[src/rtl/int2flt_pkg.sv]
// Shared types and fp16 format constants for the int2flt converter.
package int2flt_pkg;

    typedef enum logic [2:0] {
        IDLE,
        RD_LO,
        RD_HI,
        NORM,
        ROUND,
        WR_LO,
        WR_HI,
        DONE
    } state_t;

    localparam int FP16_EXP_W  = 5;
    localparam int FP16_MANT_W = 10;
    localparam int FP16_BIAS   = 15;
    localparam int MAX_EXP     = FP16_BIAS + 15;

    // Absolute value of a 16-bit two's-complement word; -32768 wraps to 0x8000.
    function automatic logic [15:0] magnitude(input logic [15:0] value);
        return value[15] ? (~value + 16'd1) : value;
    endfunction

endpackage

[src/rtl/fp16_round.sv]
// Combinational fp16 packer with optional rounding.
// ROUND_NEAREST_EN defined: round to nearest, ties to even. Undefined: truncate.
module fp16_round
    import int2flt_pkg::*;
(
    input  logic                   sign,
    input  logic [FP16_EXP_W-1:0]  exp,
    input  logic [FP16_MANT_W-1:0] mant,
    input  logic                   guard,
    input  logic                   sticky,
    output logic [15:0]            result
);

`ifdef ROUND_NEAREST_EN
    logic                 round_up;
    logic [FP16_MANT_W:0] mant_sum;

    // A mantissa carry-out leaves mant_sum's low bits at zero and bumps the exponent.
    always_comb begin
        round_up = guard && (sticky || mant[0]);
        mant_sum = {1'b0, mant} + {{FP16_MANT_W{1'b0}}, round_up};
        result   = {sign,
                    exp + {{(FP16_EXP_W-1){1'b0}}, mant_sum[FP16_MANT_W]},
                    mant_sum[FP16_MANT_W-1:0]};
    end
`else
    logic unused_round_bits;

    assign unused_round_bits = guard ^ sticky;
    assign result            = {sign, exp, mant};
`endif

endmodule

[src/rtl/int2flt.sv]
// 16-bit integer to fp16 converter driving the shared byte-wide data memory port.
// Rounding mode selected by ROUND_NEAREST_EN (see fp16_round).
module int2flt
    import int2flt_pkg::*;
#(
    parameter logic [7:0] SRC_ADDR = 8'd0,
    parameter logic [7:0] DST_ADDR = 8'd2
) (
    input  logic       clk,
    input  logic       reset,
    input  logic       start,
    output logic       done,
    output logic       busy,
    output logic [7:0] dm_addr,
    output logic       dm_rd_en,
    output logic       dm_wr_en,
    output logic [7:0] dm_wdata,
    input  logic [7:0] dm_rdata
);

    state_t      state;
    state_t      state_next;
    logic        start_q;
    logic        trigger;
    logic [7:0]  lo_byte;
    logic        sign;
    logic [15:0] mag;
    logic [3:0]  shift_ctr;
    logic [15:0] result;
    logic [15:0] rounded;
    logic [FP16_EXP_W-1:0] exp_val;

    assign trigger = start_q && !start;
    assign exp_val = FP16_EXP_W'(MAX_EXP) - {1'b0, shift_ctr};

    fp16_round u_round (
        .sign   (sign),
        .exp    (exp_val),
        .mant   (mag[14:5]),
        .guard  (mag[4]),
        .sticky (|mag[3:0]),
        .result (rounded)
    );

    // A zero operand spends one NORM cycle, then skips rounding with a cleared result.
    always_ff @(posedge clk) begin
        if (!reset) begin
            state     <= IDLE;
            start_q   <= 1'b0;
            lo_byte   <= 8'd0;
            sign      <= 1'b0;
            mag       <= 16'd0;
            shift_ctr <= 4'd0;
            result    <= 16'd0;
        end else begin
            state   <= state_next;
            start_q <= start;
            case (state)
                RD_LO: lo_byte <= dm_rdata;
                RD_HI: begin
                    sign      <= dm_rdata[7];
                    mag       <= magnitude({dm_rdata, lo_byte});
                    shift_ctr <= 4'd0;
                end
                NORM: begin
                    if (mag == 16'd0) begin
                        result <= 16'd0;
                    end else if (!mag[15]) begin
                        mag       <= mag << 1;
                        shift_ctr <= shift_ctr + 4'd1;
                    end
                end
                ROUND:   result <= rounded;
                default: ;
            endcase
        end
    end

    always_comb begin
        state_next = state;
        done       = 1'b0;
        busy       = 1'b1;
        dm_addr    = 8'd0;
        dm_rd_en   = 1'b0;
        dm_wr_en   = 1'b0;
        dm_wdata   = 8'd0;
        case (state)
            IDLE: begin
                busy = 1'b0;
                if (trigger) state_next = RD_LO;
            end
            RD_LO: begin
                dm_addr    = SRC_ADDR;
                dm_rd_en   = 1'b1;
                state_next = RD_HI;
            end
            RD_HI: begin
                dm_addr    = SRC_ADDR + 8'd1;
                dm_rd_en   = 1'b1;
                state_next = NORM;
            end
            NORM: begin
                if (mag == 16'd0)  state_next = WR_LO;
                else if (mag[15])  state_next = ROUND;
            end
            ROUND: state_next = WR_LO;
            WR_LO: begin
                dm_addr    = DST_ADDR;
                dm_wr_en   = 1'b1;
                dm_wdata   = result[7:0];
                state_next = WR_HI;
            end
            WR_HI: begin
                dm_addr    = DST_ADDR + 8'd1;
                dm_wr_en   = 1'b1;
                dm_wdata   = result[15:8];
                state_next = DONE;
            end
            DONE: begin
                done       = 1'b1;
                busy       = 1'b0;
                state_next = IDLE;
            end
            default: begin
                busy       = 1'b0;
                state_next = IDLE;
            end
        endcase
    end

endmodule
[config.mk]
export PLATFORM = sky130hd
export DESIGN_NAME = int2flt
export DESIGN_NICKNAME = d
export VERILOG_FILES = /design/src/rtl/int2flt_pkg.sv /design/src/rtl/fp16_round.sv /design/src/rtl/int2flt.sv
export SDC_FILE = /design/constraint.sdc
export NUM_CORES = 1
export LEC_CHECK = 0
export BUFFER_PORTS_ARGS = -buffer_cell sky130_fd_sc_hd__clkbuf_2
export CAP_MARGIN = 20
export CORE_ASPECT_RATIO = 1.4
export CORE_UTILIZATION = 58
export DETAILED_ROUTE_END_ITERATION = 16
export GPL_TIMING_DRIVEN = 0
export HOLD_SLACK_MARGIN = 0.12
export PLACE_DENSITY = 0.82
export SYNTH_ARGS = -nofsm -noshare
export SYNTH_HDL_FRONTEND = slang
export SYNTH_SLANG_ARGS = --single-unit
export TNS_END_PERCENT = 100
[constraint.sdc]
create_clock -name clk -period 2.05 [get_ports clk]
set_input_delay 0.205 -clock clk [delete_from_list [all_inputs] [get_ports clk]]
set_output_delay 0.205 -clock clk [all_outputs]
set_load 0.02 [all_outputs]
# Word level (Yosys, flattened, before mapping)
# Cells that the tools add are included.
# Widths: inputs -> output; s select.
# word_totals
output_inout_bits	20
wordCells	56
input_bits	11
register_bits	49
# classes
muxes	19
n_reduce_logical	13
addsub	3
bitwise	1
eq_ne	12
# op_table
cell	n
$mux 16	4
$pmux 16 s2	2
$pmux 3 s8	1
$add 16x1->16 const B	1
$logic_not 16->1	1
$not 16->16	1
$pmux 8 s2	1
$eq 3x3->1 const B	4
$mux 3	3
$mux 4	2
$ne 2x2->1 const B	4
$pmux 4 s2	1
$eq 3x2->1 const B	2
$pmux 2 s3	1
$reduce_and 2->1	3
$reduce_or 2->1	3
$sub 5x4->5 const A	1
$add 4x1->4 const B	1
$mux 1	4
$reduce_bool 2->1	2
$eq 3x1->1 const B	1
$logic_not 3->1	1
$ne 3x3->1 const B	1
$reduce_and 3->1	1
2 further kinds	2

# Longest topological paths before layout
# depth
ltp_word	4
ltp_mapped	7
ltp_nobuf	6

# Cells and area by module
# Synthesis repeated with hierarchy kept, for this count alone.
# unflattened
hier_cells	317
hier_area_um2	2697.6
# modules_own_cells
mod	seq_area_each_um2	cells_each	area_per_inst_um2	instances
int2flt	980.9	301	2577.5	1
fp16_round	0.0	16	120.1	1

# Worst setup path before layout
# OpenSTA, ideal clock, no wires.
# synth_path
path_type	register to output
startpoint	register state[0]
endpoint	output dm_addr[1]
required_time_ns	1.845
slack_ns	0.315
t_arrival_ns	1.530
stages_incl_launch_ff	6
cell_sequence	dfxtp_1 buf_2 nor2b_1 buf_1 o21a_1 buf_4
# synth_between
elab_chain_cells	2
elab_cells_between_ends	4
# synth_rtl
element	line_no	source
start: declaration	int2flt.sv:21	state_t state;
start signal: assignment	int2flt.sv:56	state <= state_next;
$eq 3x3->1 / $eq 3x2->1 (equally long branches)	int2flt.sv:87	case (state)
$pmux 2 s3 *	int2flt.sv:87	
end: declaration	int2flt.sv:14	output logic [7:0] dm_addr,
# Every way passes the cells marked *; elsewhere a longest branch is shown, timed or not.

# Worst setup path after layout
# Ends and elaborated chain as after synthesis.

==> metrics.yaml <==
synth:
  synth-simple-area-share_pct: 23.4
  ys_warn_count: 0
  synth_compound_area_share_pct: 23.8
  synth_cells: 326
  async_reset_ff_share_pct: 0
  ys_seq_area_share_pct: 35.8
  synth_xor_xnor_area_share_pct: 4.16
  synth.distinct_cells: 53
  muxShareOfSynthArea_pct: 3.65
  yosys.area_share.adder_pct: 1.37
  synthFlopType: "dfxtp_1"
  ys_seq_elements: 49
  syn_area_sq_um: 2740
  synth_top_family_by_area: "compound AO/OA/AOI/OAI gates"
  syn_area_per_cell_sq_um: 8.41
  synth_edf_count: 0
pwr:
  p_sw_w: 0.000659
  power.internal_w: 0.00154
  ir_worst_vdd_mv: 0.460
  powerDensity_nw_per_um2: 709
  pwr-share-seq_pct: 47.8
  p_clk_share_pct: 32.1
  p_comb_share_pct: 20.1
  static-leakage-power_nw: 1.13
  switching_share_pct: 30.0
timing:
  worst_pin_slew_ns: 0.534
  skew_ns: 0.00902
  fin_crit_ns: 2.02
  setup_viol_count_final: 0
  max_freq_mhz: 496
  slew_headroom_pct: 64.4
  finalHoldViolations: 0
  finalCritPeriodShare_pct: 98.4
  slew_violations: 0
  holdWs_ns: 0.203
status:
  status: "completed"
global_route:
  grt_pass1_vias: 2309
  grt_pass1_wl_mm: 10.7
  grt_usage_pct: 28.3
  antenna_found_initial: 0
  grt_max_degree: 17
  overflow: 0
worst_hold_path:
  min_path_cells: 3
  hp-class: "primary input to flip-flop"
  hold_end: "lo_byte[3]$_SDFFE_PN0P_"
  worstHoldStart: "dm_rdata[3]"
clocking:
  cts_tree: "yes"
  cts_buffers: 5
  clk_latency_ns: 0.31
  ctsRootBufferMaster: "clkbuf_8"
  clock_sinks: 49
  htreeDepth: 2
  cts.reportedPaths.clkPinSlew_ns: 0.09
  clk_path_buf_depth: 2
worst_setup_path:
  rr_startpoint: "mag[1]$_SDFFE_PN0P_"
  worstPathRequired_ns: 1.85
  cp.arrival_ns: 1.81
  r2r_slack_ns: 0.18
  r2r-end: "mag[5]$_SDFFE_PN0P_"
  cp_max_fo: 10
  critPathCaptureType: "primary output"
  startpoint_type: "flip-flop"
  worst-setup-path-type: "flip-flop to primary output"
  reg2reg_depth: 6
placed_design:
  hpwl_mm: 4.84
  place.gp.congestion: 0.871
  post_dp_cell_area_sq_um: 2950
  port_buffers: 23
  dp.cells: 416
route:
  wl_per_cell_um: 15.5
  first_pass_iters: 4
  vias: 2498
  wirelength_mm: 6.58
  drt_iter0_drc: 179
  viasPerCell: 5.88
  drc_errors: 0
  ant_nets: 0
die:
  row_count: 29
  initial_core_util_pct: 60.4
  die_w_um: 60.1
  die_area_sq_um: 5010
  fp.coreArea_sq_um: 4540
  die_h_um: 83.3
  ios: 31
layout:
  nets: 376
  fillCellCount: 372
  diodes: 0
  multiInputGateArea_sq_um: 1580
  drive_gt1_share_pct: 17.6
  fin_util_pct: 68.3
  fin_cells: 425
  fin_area_sq_um: 3100
  seqCellArea_sq_um: 981
  area_delta_synth_final_pct: 13.1
job:
  drv_cap: 0
power by group through the flow:
stage,Sequential [W],Clock (W),Combinational [W]
6_report,0.00105,0.000705,0.000441
5_1_grt,0.00106,0.000745,0.000485
4_1_cts,0.00105,0.000708,0.000429
3_5_place_dp,0.00107,0,0.000424
3_3_place_gp,0.00107,0,0.000416
2_1_floorplan,0.00105,0,0.000329
Yosys cell counts, drive strengths merged (5+ instances only):
master | number | area, sq um
nand3 | 7 | 35.0
a22oi | 23 | 173
clkbuf | 13 | 48.8
inv | 9 | 33.8
mux2i | 10 | 100
nor2b | 32 | 200
dfxtp | 49 | 981
a21oi | 20 | 104
nor2 | 24 | 90.1
nand2 | 12 | 45.0
xor2 | 9 | 78.8
nor3b | 8 | 65.1
nor4 | 5 | 43.8
buf | 19 | 125
a21boi | 6 | 45.0
o21ai | 22 | 110
worst max path at each step:
stage / startpoint / to / slack, ns / cells after the start
after detailed placement: mag[9]$_SDFFE_PN0P_ / mag[5]$_SDFFE_PN0P_ / 0.12 / 6
final: state[0]$_SDFFE_PN0P_ / dm_addr[1] / 0.03 / 6
after global placement: mag[9]$_SDFFE_PN0P_ / state[0]$_SDFFE_PN0P_ / 0.17 / 6
after global routing: state[0]$_SDFFE_PN0P_ / dm_addr[1] / -0.01 / 6
after CTS: state[0]$_SDFFE_PN0P_ / dm_addr[1] / 0.05 / 6
after floorplan: state[0]$_SDFFE_PN0P_ / dm_addr[1] / 0.31 / 5
flip-flops by register name, indices dropped and copies added (netlist names):
| signal | flops |
|---|---|
| sign | 1 |
| result | 16 |
| state | 3 |
| lo_byte | 8 |
| mag | 16 |
| start_q | 1 |
| shift_ctr | 4 |
per-stage QoR:
step | setup WS (ns) | total power, W | setup TNS [ns]
3_3_place_gp | 0.168 | 0.00148 | 0
5_1_grt | -0.0135 | 0.00229 | -0.0163
4_1_cts | 0.0457 | 0.00218 | 0
6_report | 0.0319 | 0.00220 | 0
2_1_floorplan | 0.315 | 0.00138 | 0
3_5_place_dp | 0.124 | 0.00149 | 0
critical path, cell delays in order (launching register included):
cell and delay (ns):
dfxtp_1 0.42, clkbuf_4 0.23, nor2b_1 0.21, clkbuf_4 0.25, o21a_1 0.14, buf_4 0.10, clkbuf_2 0.15
kinds of logic after synthesis:
group / after synthesis
XOR/XNOR: 13
AO/OA/AOI/OAI: 95
AND/OR/NAND/NOR: 113
buffers and inverters: 42
other: 1
multiplexers: 10
adder cells (fa/ha/maj): 3
flip-flops: 49
placed cells by master (no fill, tap or decap), types with 4 or more instances in the layout:
cell / n
buf_2: 7
a22oi_1: 23
conb_1: 6
clkbuf_2: 23
buf_4: 10
nor3_1: 4
nand3_1: 7
nor4_2: 4
clkbuf_8: 5
xnor2_1: 4
o2111ai_1: 4
o21ai_1: 9
mux2i_1: 10
nor2_1: 23
dfxtp_1: 49
a21oi_1: 19
a31oi_1: 4
nand4_1: 4
inv_1: 9
xor2_1: 9
nor2b_1: 32
o21ai_0: 13
nor3b_1: 7
a21boi_1: 4
clkbuf_1: 12
nand2_1: 12
repair_timing:
action                                 CTS  global route
resized for setup                        2             6
endpoints found under the hold margin    1             0
hold buffers                             1             0
setup endpoints to repair               10            14
pin swaps                                0             0
setup buffers                            0             0
final cells by class:
type | count | area share [%]
inverter | 10 | 1.21
buffer | 32 | 5.85
clock inverter | 3 | 1.49
sequential | 49 | 31.7
multi-input combinational | 240 | 51.0
tap | 62 | 2.50
timing repair buffer | 24 | 4.04
clock buffer | 5 | 2.22
routing by layer:
| layer | up-vias | routed length, um | track usage, % |
|---|---|---|---|
| met5 | - | 0 | 0 |
| met4 | 0 | 151 | 12.5 |
| met3 | 15 | 232 | 4.83 |
| met2 | 78 | 3420 | 48.3 |
| met1 | 1171 | 2780 | 33.2 |
| li1 | 1234 | - | - |
No activity file was read; power rests on OpenSTA's default activity.
